File: src/rtl/map_tile_server_pkg.sv
// map_tile_server_pkg: shared tile codes, map geometry and requester indices for the tile-query path.
package map_tile_server_pkg;
   localparam int NUM_REQ  = 5;
   localparam int MAP_ROWS = 15;
   localparam int MAP_COLS = 20;
   localparam int NUM_MAPS = 4;
   localparam int COORD_W  = 10;
   localparam int ADDR_W   = COORD_W + 5;
   localparam int REQ_PLAYER = 0;
   localparam int REQ_MON0   = 1;
   localparam int REQ_MON1   = 2;
   localparam int REQ_MON2   = 3;
   localparam int REQ_MON3   = 4;
   typedef enum logic [2:0] {
      MAP_ROAD0  = 3'b000,
      MAP_ROAD1  = 3'b001,
      MAP_WALL   = 3'b010,
      MAP_STAIRS = 3'b011
   } tile_t;
   // (base + step) mod n for base, step < n
   function automatic logic [2:0] rr_idx(input logic [2:0] base, input logic [2:0] step, input logic [2:0] n);
      logic [3:0] s;
      s = {1'b0, base} + {1'b0, step};
      return (s >= {1'b0, n}) ? 3'(s - {1'b0, n}) : s[2:0];
   endfunction
endpackage

File: src/rtl/map_tile_rom.sv
// map_tile_rom: per-map tile table with a registered one-cycle read; rows 0 and MAP_ROWS-1 are walls on every map.
module map_tile_rom
   import map_tile_server_pkg::*;
(
   input  logic              clk_13,
   input  logic              rst_n,
   input  logic [2:0]        map_id,
   input  logic [ADDR_W-1:0] addr,
   output logic [2:0]        tile
);
   logic [2:0] nxt;
   logic       border;
   always_comb begin
      border = (addr < ADDR_W'(MAP_COLS)) || (addr >= ADDR_W'((MAP_ROWS - 1) * MAP_COLS));
      nxt = border ? MAP_WALL : (addr[0] ? MAP_ROAD1 : MAP_ROAD0);
      case (map_id)
         3'd0: case (addr)
            15'd45:          nxt = MAP_STAIRS;
            15'd150, 15'd151: nxt = MAP_WALL;
            default: ;
         endcase
         3'd1: case (addr)
            15'd45:  nxt = MAP_WALL;
            15'd210: nxt = MAP_STAIRS;
            default: ;
         endcase
         3'd2: case (addr)
            15'd45:  nxt = MAP_ROAD0;
            15'd77:  nxt = MAP_STAIRS;
            15'd100: nxt = MAP_WALL;
            default: ;
         endcase
         3'd3: case (addr)
            15'd45:  nxt = MAP_WALL;
            15'd143: nxt = MAP_STAIRS;
            default: ;
         endcase
         default: ;
      endcase
   end
   always_ff @(posedge clk_13 or negedge rst_n)
      if (!rst_n) tile <= MAP_WALL;
      else        tile <= nxt;
endmodule

File: src/rtl/map_tile_server.sv
// map_tile_server: round-robin tile-query responder, grant stage then ROM stage, fixed latency 2.
// MAP_TILE_SERVER_PLAYER_PRIO_EN: player always wins when eligible; monsters rotate among themselves.
module map_tile_server
   import map_tile_server_pkg::*;
(
   input  logic                       clk_13,
   input  logic                       rst_n,
   input  logic [NUM_REQ-1:0]         req_valid,
   input  logic [NUM_REQ*COORD_W-1:0] req_r,
   input  logic [NUM_REQ*COORD_W-1:0] req_c,
   output logic [NUM_REQ-1:0]         rsp_valid,
   output logic [2:0]                 rsp_type,
   input  logic                       level_up,
   output logic [2:0]                 map_idx,
   output logic                       busy
);
   logic              a_vld, b_vld, a_oob, b_oob, gnt, oob;
   logic [2:0]        a_g, b_g, a_map, ptr, ptr_nxt, g, k, rom_tile;
   logic [ADDR_W-1:0] a_addr, lin;
   logic [COORD_W-1:0] r, c;
   logic [NUM_REQ-1:0] in_flight, elig;
   assign in_flight = ({NUM_REQ{a_vld}} & (NUM_REQ'(1) << a_g)) | ({NUM_REQ{b_vld}} & (NUM_REQ'(1) << b_g));
   assign elig = req_valid & ~in_flight;
   // Loops run from the far end of the rotation so the nearest eligible requester is the last write.
   always_comb begin
      gnt = 1'b0;
      g = '0;
      k = '0;
      ptr_nxt = ptr;
`ifdef MAP_TILE_SERVER_PLAYER_PRIO_EN
      for (int i = NUM_REQ - 2; i >= 0; i--) begin
         k = 3'd1 + rr_idx(ptr, 3'(i), 3'(NUM_REQ - 1));
         if (elig[k]) begin
            gnt = 1'b1;
            g = k;
         end
      end
      if (gnt) ptr_nxt = (g == 3'(NUM_REQ - 1)) ? 3'd0 : g;
      if (elig[REQ_PLAYER]) begin
         gnt = 1'b1;
         g = 3'(REQ_PLAYER);
         ptr_nxt = ptr;
      end
`else
      for (int i = NUM_REQ - 1; i >= 0; i--) begin
         k = rr_idx(ptr, 3'(i), 3'(NUM_REQ));
         if (elig[k]) begin
            gnt = 1'b1;
            g = k;
         end
      end
      if (gnt) ptr_nxt = rr_idx(g, 3'd1, 3'(NUM_REQ));
`endif
   end
   assign r   = req_r[g*COORD_W +: COORD_W];
   assign c   = req_c[g*COORD_W +: COORD_W];
   assign lin = ADDR_W'(r) * ADDR_W'(MAP_COLS) + ADDR_W'(c);
   assign oob = (r >= COORD_W'(MAP_ROWS)) || (c >= COORD_W'(MAP_COLS));
   always_ff @(posedge clk_13 or negedge rst_n)
      if (!rst_n) begin
         a_vld   <= 1'b0;
         b_vld   <= 1'b0;
         a_g     <= '0;
         b_g     <= '0;
         a_oob   <= 1'b0;
         b_oob   <= 1'b0;
         a_addr  <= '0;
         a_map   <= '0;
         ptr     <= '0;
         map_idx <= '0;
      end else begin
         a_vld <= gnt;
         if (gnt) begin
            a_g    <= g;
            a_addr <= oob ? '0 : lin;
            a_oob  <= oob;
            a_map  <= map_idx;
         end
         b_vld <= a_vld;
         b_g   <= a_g;
         b_oob <= a_oob;
         ptr   <= ptr_nxt;
         if (level_up && map_idx < 3'(NUM_MAPS - 1)) map_idx <= map_idx + 3'd1;
      end
   map_tile_rom u_rom (
      .clk_13(clk_13),
      .rst_n (rst_n),
      .map_id(a_map),
      .addr  (a_addr),
      .tile  (rom_tile)
   );
   assign rsp_valid = {NUM_REQ{b_vld}} & (NUM_REQ'(1) << b_g);
   assign rsp_type  = b_oob ? MAP_WALL : rom_tile;
   assign busy      = a_vld | b_vld;
endmodule

File: config.mk
export PLATFORM = sky130hd
export DESIGN_NAME = map_tile_server
export DESIGN_NICKNAME = d
export VERILOG_FILES = /design/src/rtl/map_tile_server_pkg.sv /design/src/rtl/map_tile_rom.sv /design/src/rtl/map_tile_server.sv
export SDC_FILE = /design/constraint.sdc
export NUM_CORES = 1
export LEC_CHECK = 0
export BUFFER_PORTS_ARGS = -buffer_cell sky130_fd_sc_hd__buf_2
export CORE_MARGIN = 3
export CORE_UTILIZATION = 45
export DETAILED_ROUTE_END_ITERATION = 8
export PLACE_DENSITY = 0.72
export RECOVER_POWER = 50
export SETUP_SLACK_MARGIN = 0.02
export SLEW_MARGIN = 20
export SYNTH_ARGS = -nofsm -noshare
export SYNTH_HDL_FRONTEND = slang
export SYNTH_SLANG_ARGS = --single-unit
File: constraint.sdc
create_clock -name clk_13 -period 6.7 [get_ports clk_13]
set_input_delay 1.34 -clock clk_13 [delete_from_list [all_inputs] [get_ports clk_13]]
set_output_delay 1.34 -clock clk_13 [all_outputs]
set_load 0.02 [all_outputs]
Word-level counts from Yosys, hierarchy flattened

Cells that the tools add are included.
Widths: inputs -> output; s select.

Add/subtract/negate cells: 13
Eq/ne operators: 10
Muxes and demuxes: 35
Shifts and indexed selects: 4
Order comparisons: 16
$mul: 2
Bitwise operators: 6
Reduce and logical (&&, ||, !) cells: 5

Operator list:

| kind                  | count |
|---|---|
| $shiftx 50x8->10      | 2 |
| $eq 15x8->1 const B   | 4 |
| $mux 3                | 13 |
| $eq 15x7->1 const B   | 2 |
| $ge 4x3->1 const B    | 5 |
| $lt 3x4->1 const B    | 5 |
| $pmux 3 s2            | 3 |
| $sub 3x3->3 const B   | 6 |
| $add 15x10->15        | 1 |
| $and 5x5->5           | 3 |
| $bmux 1 s3            | 5 |
| $eq 15x6->1 const B   | 1 |
| $ge 15x9->1 const B   | 1 |
| $lt 15x5->1 const B   | 1 |
| $mux 15               | 1 |
| $mul 10x3->13 const B | 1 |
| $pmux 3 s4            | 1 |
| $mux 1                | 11 |
| $ge 10x4->1 const B   | 1 |
| $ge 10x5->1 const B   | 1 |
| $shl 1x3->5 const A   | 2 |
| $pmux 3 s3            | 1 |
| $add 3x1->4 const B   | 2 |
| $add 3x2->4 const B   | 2 |
| other kinds (14)      | 16 |

Register bits after elaboration: 37
Output and inout bits: 12

Logic depth before layout (Yosys ltp)

Depth after elaboration: 17
Gate-level depth with buffers: 36

Modules after synthesis

A second synthesis with hierarchy kept.

Cell total of the unflattened synthesis: 566
Area, all modules: 4817.1 sq um

Modules (own cells, without submodules):

| module          | area an instance (sq um) | instances | cells each |
|---|---|---|---|
| map_tile_server | 4506.8                   | 1         | 523 |
| map_tile_rom    | 310.3                    | 1         | 43 |

Worst setup path before layout

OpenSTA, ideal clock, no wires.

Path kind: reg2reg
Start point: register ptr[0]
End point: register a_addr[13]
Stages on the path, launching flop included: 36
Required time: 6.577 ns
Setup slack: -0.215 ns
Arrival: 6.792 ns
Clock period less this slack: 6.915 ns
Path through: dfrtp_1 > buf_2 > inv_1 > buf_1 > ha_1 > inv_1 > fa_1 > a21oi_4 > xnor2_1 > mux2_2 > o221ai_1 > o211ai_2 > o211a_4 > nor2_8 > buf_6 > buf_4 > clkbuf_1 > nand2_1 > nand3_1 > o21ai_0 > o21ai_0 > ha_1 > ha_1 > inv_1 > fa_1 > inv_1 > ha_1 > a21o_1 > a21o_1 > a21oi_1 > nor2b_1 > o21bai_1 > nor4b_1 > a211o_1 > a21oi_1 > o31ai_2

Word-level cells in the longest chain between the ends: 15

Ends and longest elaborated chain:

| item                                               | line                                         | RTL |
|---|---|---|
| start, declared                                    | map_tile_server.sv:18                        | `logic [2:0] a_g, b_g, a_map, ptr, ptr_nxt, g, k, rom_tile;` |
| start signal, assigned                             | map_tile_server.sv:82                        | `ptr <= ptr_nxt;` |
| $add 3x3->4                                        | map_tile_server_pkg.sv:23                    | `s = {1'b0, base} + {1'b0, step};` |
| $ge 4x3->1 or $sub 3x3->3 (tied branches)          | map_tile_server_pkg.sv:24                    | `return (s >= {1'b0, n}) ? 3'(s - {1'b0, n}) : s[2:0];` |
| $mux 3                                             | map_tile_server_pkg.sv:24                    |  |
| $bmux 1 s3                                         | map_tile_server.sv:47                        | `if (elig[k]) begin` |
| $mux 1 (implied by the code)                       | map_tile_server.sv:47                        |  |
| $mux 3 (4 in a row)                                | map_tile_server.sv:47                        |  |
| $mux 3 *                                           | map_tile_server.sv:47                        |  |
| via g[0]                                           | map_tile_server.sv:18                        |  |
| $mul 3x3->6 *                                      | map_tile_server.sv:55, map_tile_server.sv:56 |  |
| $shiftx 50x8->10 (on tied branches)                | map_tile_server.sv:55, map_tile_server.sv:56 |  |
| $mul 10x3->13, or another cell as far along        | map_tile_server.sv:57                        | `assign lin = ADDR_W'(r) * ADDR_W'(MAP_COLS) + ADDR_W'(c);` |
| $add 15x10->15 or $logic_or 1x1->1 (tied branches) | map_tile_server.sv:57, map_tile_server.sv:58 |  |
| $mux 15 *                                          | map_tile_server.sv:75                        | `a_addr <= oob ? '0 : lin;` |
| end signal, assigned                               | map_tile_server.sv:75                        |  |
| end, declared                                      | map_tile_server.sv:19                        | `logic [ADDR_W-1:0] a_addr, lin;` |

The timed path passes the listed nets; every way through them passes the cells marked *. The select of a mux whose other input is x is not followed.
A chain may end at the register's enable or synchronous reset.

Worst setup path after layout

Start point: register ptr[1]
End point: register a_addr[13]

Word-level cells in the longest chain between the ends: 15

Ends and longest elaborated chain:

| item                                               | line |
|---|---|
| $add 3x3->4                                        | map_tile_server_pkg.sv:23 |
| $ge 4x3->1 or $sub 3x3->3 (tied branches)          | map_tile_server_pkg.sv:24 |
| $mux 3                                             | map_tile_server_pkg.sv:24 |
| $bmux 1 s3                                         | map_tile_server.sv:47 |
| $mux 1 (implied by the code)                       | map_tile_server.sv:47 |
| $mux 3 (5 in a row)                                | map_tile_server.sv:47 |
| $mul 3x3->6                                        | map_tile_server.sv:55, map_tile_server.sv:56 |
| $shiftx 50x8->10 (on tied branches)                | map_tile_server.sv:55, map_tile_server.sv:56 |
| $mul 10x3->13, or another cell as far along        | map_tile_server.sv:57 |
| $add 15x10->15 or $logic_or 1x1->1 (tied branches) | map_tile_server.sv:57, map_tile_server.sv:58 |
| $mux 15                                            | map_tile_server.sv:75 |

Several ways; a longest one is shown, not always the timed one. The select of a mux whose other input is x is not followed.

==> qor.yml <==
status: "finished with violations"
violations: "max-capacitance violations, max-slew violations"
final_cell_area_sq_um: 5934
r2r_cells: 27
grt_pass1_vias: 5029
die_h_um: 111.8
ys_ff_latch: 36
finalHoldViolations: 0
drv_cap: 1
rows: 38
clock-root-buffer: "clkbuf_8"
avgViaCountPerCell: 5.893
drt-initial-drc-count: 219
cts_buffers: 5
clkTransAtPathRegs_ps: 70
wl_per_cell_um: 17.37
grt_max_degree: 37
die_x_um: 111.8
end_kind: "flip-flop"
maxSlewViolCount: 37
syn-num-nets: 772
fmax_ghz: 0.1598
ys_warn_count: 0
synth_edf_count: 0
globalRoute.totalOverflow: 0
final_nets: 884
whs_ps: 383.7
finalCriticalPeriod_ps: 6257
antenna_found_initial: 0
cts_tree: "done"
coreArea_sq_um: 10890
dr.pass1.iters: 4
setup_violations: 0
crit_fanout: 7
synth_top_flop_cell: "dfrtp_1"
portBuffers: 118
ys_async_sr_fraction_pct: 100.0
initial_core_util_pct: 46.28
tightest_slew_ps: 1874
pin_count: 120
ys_types: 101
final.setup.tns_ps: 0
htree_num_levels: 2
cts_buffer_depth: 2
via_count: 5180
maxSlewHeadroom_pct: -24.91
hold_path_class: "reg -> reg"
finClkSkew_ps: 5.351
hold_depth: 0
post_cts_buffers: 0
required_ps: 6900
n_antenna_cell: 0
drive_gt1_share_pct: 28.15
timing.final.crit_share_pct: 93.39
placed_area_sq_um: 5778
ys_seq_area_share_pct: 17.90
arrival_ps: 6460
hpwl_mm: 12.77
gp_congestion: 0.9876
clk_latency_ps: 290
synth_area_per_cell_sq_um: 8.049
path_class: "reg -> reg"
die_area_sq_um: 12500
ant_nets: 0
grt_pass1_wl_mm: 24.76
synth_area_sq_um: 5039
drc: 0
fillers: 985
rsz0062_at_grt: "false"
yosysTopAreaCellShare_pct: 17.38
routed_wl_mm: 15.27
worstSetupStartpointType: "flip-flop"
area_delta_synth_final_pct: 17.78
synthCells: 626
yosys.area.top_type: "dfrtp_1"
clock_sinks: 36
synthTopCellsByArea: "dfrtp_1, ha_1, nand2_1"
grt_util_all_layers_pct: 24.02
-- sequential cells by signal (all words and copies together), names as in the netlist --
signal and count:
a_oob 1, u_rom.tile 2, map_idx 3, a_map 3
b_vld 1, a_g 3, ptr 3, a_addr 15
b_g 3, a_vld 1, b_oob 1
-- cell usage after synthesis, types with 11 or more instances --
cell type,n
a21oi_1,36
buf_2,11
nand4_1,12
a21o_1,14
nor2_1,41
dfrtp_1,35
o21ai_0,38
nand2_1,82
ha_1,35
mux2i_1,28
nand3_1,22
xnor2_1,18
inv_1,25
-- final timing paths --
kind	slack, ps	start	end
worst max register to register	440	ptr[1]	a_addr[13]
min in group asynchronous	1560	rst_n	b_g[0]
max in group asynchronous	4060	rst_n	a_addr[1]
worst min-delay path	380	a_oob	b_oob
worst max-delay path	440	ptr[1]	a_addr[13]
worst min register to register	380	a_oob	b_oob
-- critical path: stages (launching register included) --
cell      delay [ps]
dfrtp_1          420
buf_4            190
fa_1             500
o22ai_1          430
mux2_1           250
o21ai_1           80
or3_4            390
o21a_4           250
nor2_8           140
mux2i_1          350
nor2_1            70
a211oi_1         170
a21oi_1          100
ha_1             320
inv_1             70
fa_1             450
inv_1             70
a21oi_1           60
o21ai_0          240
a21oi_1          120
o21bai_1         200
xor2_1           280
nand2_1          110
o21bai_1         210
nor4b_1          320
a211o_1          150
a21oi_1           50
o31ai_2          160
-- stage by stage --
stage | utilization [%] | setup slack, ps | instances
detailed placement | 53.07 | 265.7 | 871
floorplan | - | 47.07 | 626
global route | 54.50 | 22.71 | 879
finish | 54.50 | 443.1 | 879
global placement | 53.07 | 392.6 | 871
CTS | 54.23 | 357.6 | 879
-- cell families after synthesis --
kind of cell    synth area share [%]
simple gates                   26.05
compound gates                 27.44
buf+inv                        5.811
mux                            8.319
fa+ha+maj                      9.883
flops                          17.90
xor+xnor                       4.520
other cells                  0.07443
-- layer usage --
metal | track usage, % | part of all wire (%) | routed length, um | vias up
li1 | - | - | - | 2544
met1 | 32.46 | 46 | 6978 | 2420
met2 | 40.33 | 46 | 7051 | 193
met3 | 3.370 | 5.6 | 860 | 23
met4 | 6.407 | 2.5 | 378 | 0
met5 | 0 | 0 | 0 | -
-- cell type report --
cell class,count,area [sq um],area share (%)
multi-input combinational,531,3880,65.38
sequential,36,902.1,15.20
inverter,27,106.4,1.792
timing repair buffer,137,744.5,12.54
clock inverter,1,30.03,0.5060
tap,140,175.2,2.952
clock buffer,7,96.34,1.623
-- cell usage in the layout (no fill, tap or decap), drive strengths merged, types with 10 or more instances in the layout --
master    n
xnor2    18
nand3    22
nand4    13
dfrtp    35
mux2     10
nor2b    10
nor2     44
buf     136
ha       35
o21ai    43
o31ai    14
nand2    84
inv      27
nor3     10
a21oi    37
mux2i    28
nand2b   10
a21o     14
-- timing repair --
item / CTS / global route
gates resized for setup: 0 / 9
hold buffers: 0 / 0
setup endpoints to repair: 0 / 2
Power is not shown: default switching activity piles up to over one toggle a cycle in this logic, so the estimate is an artifact.
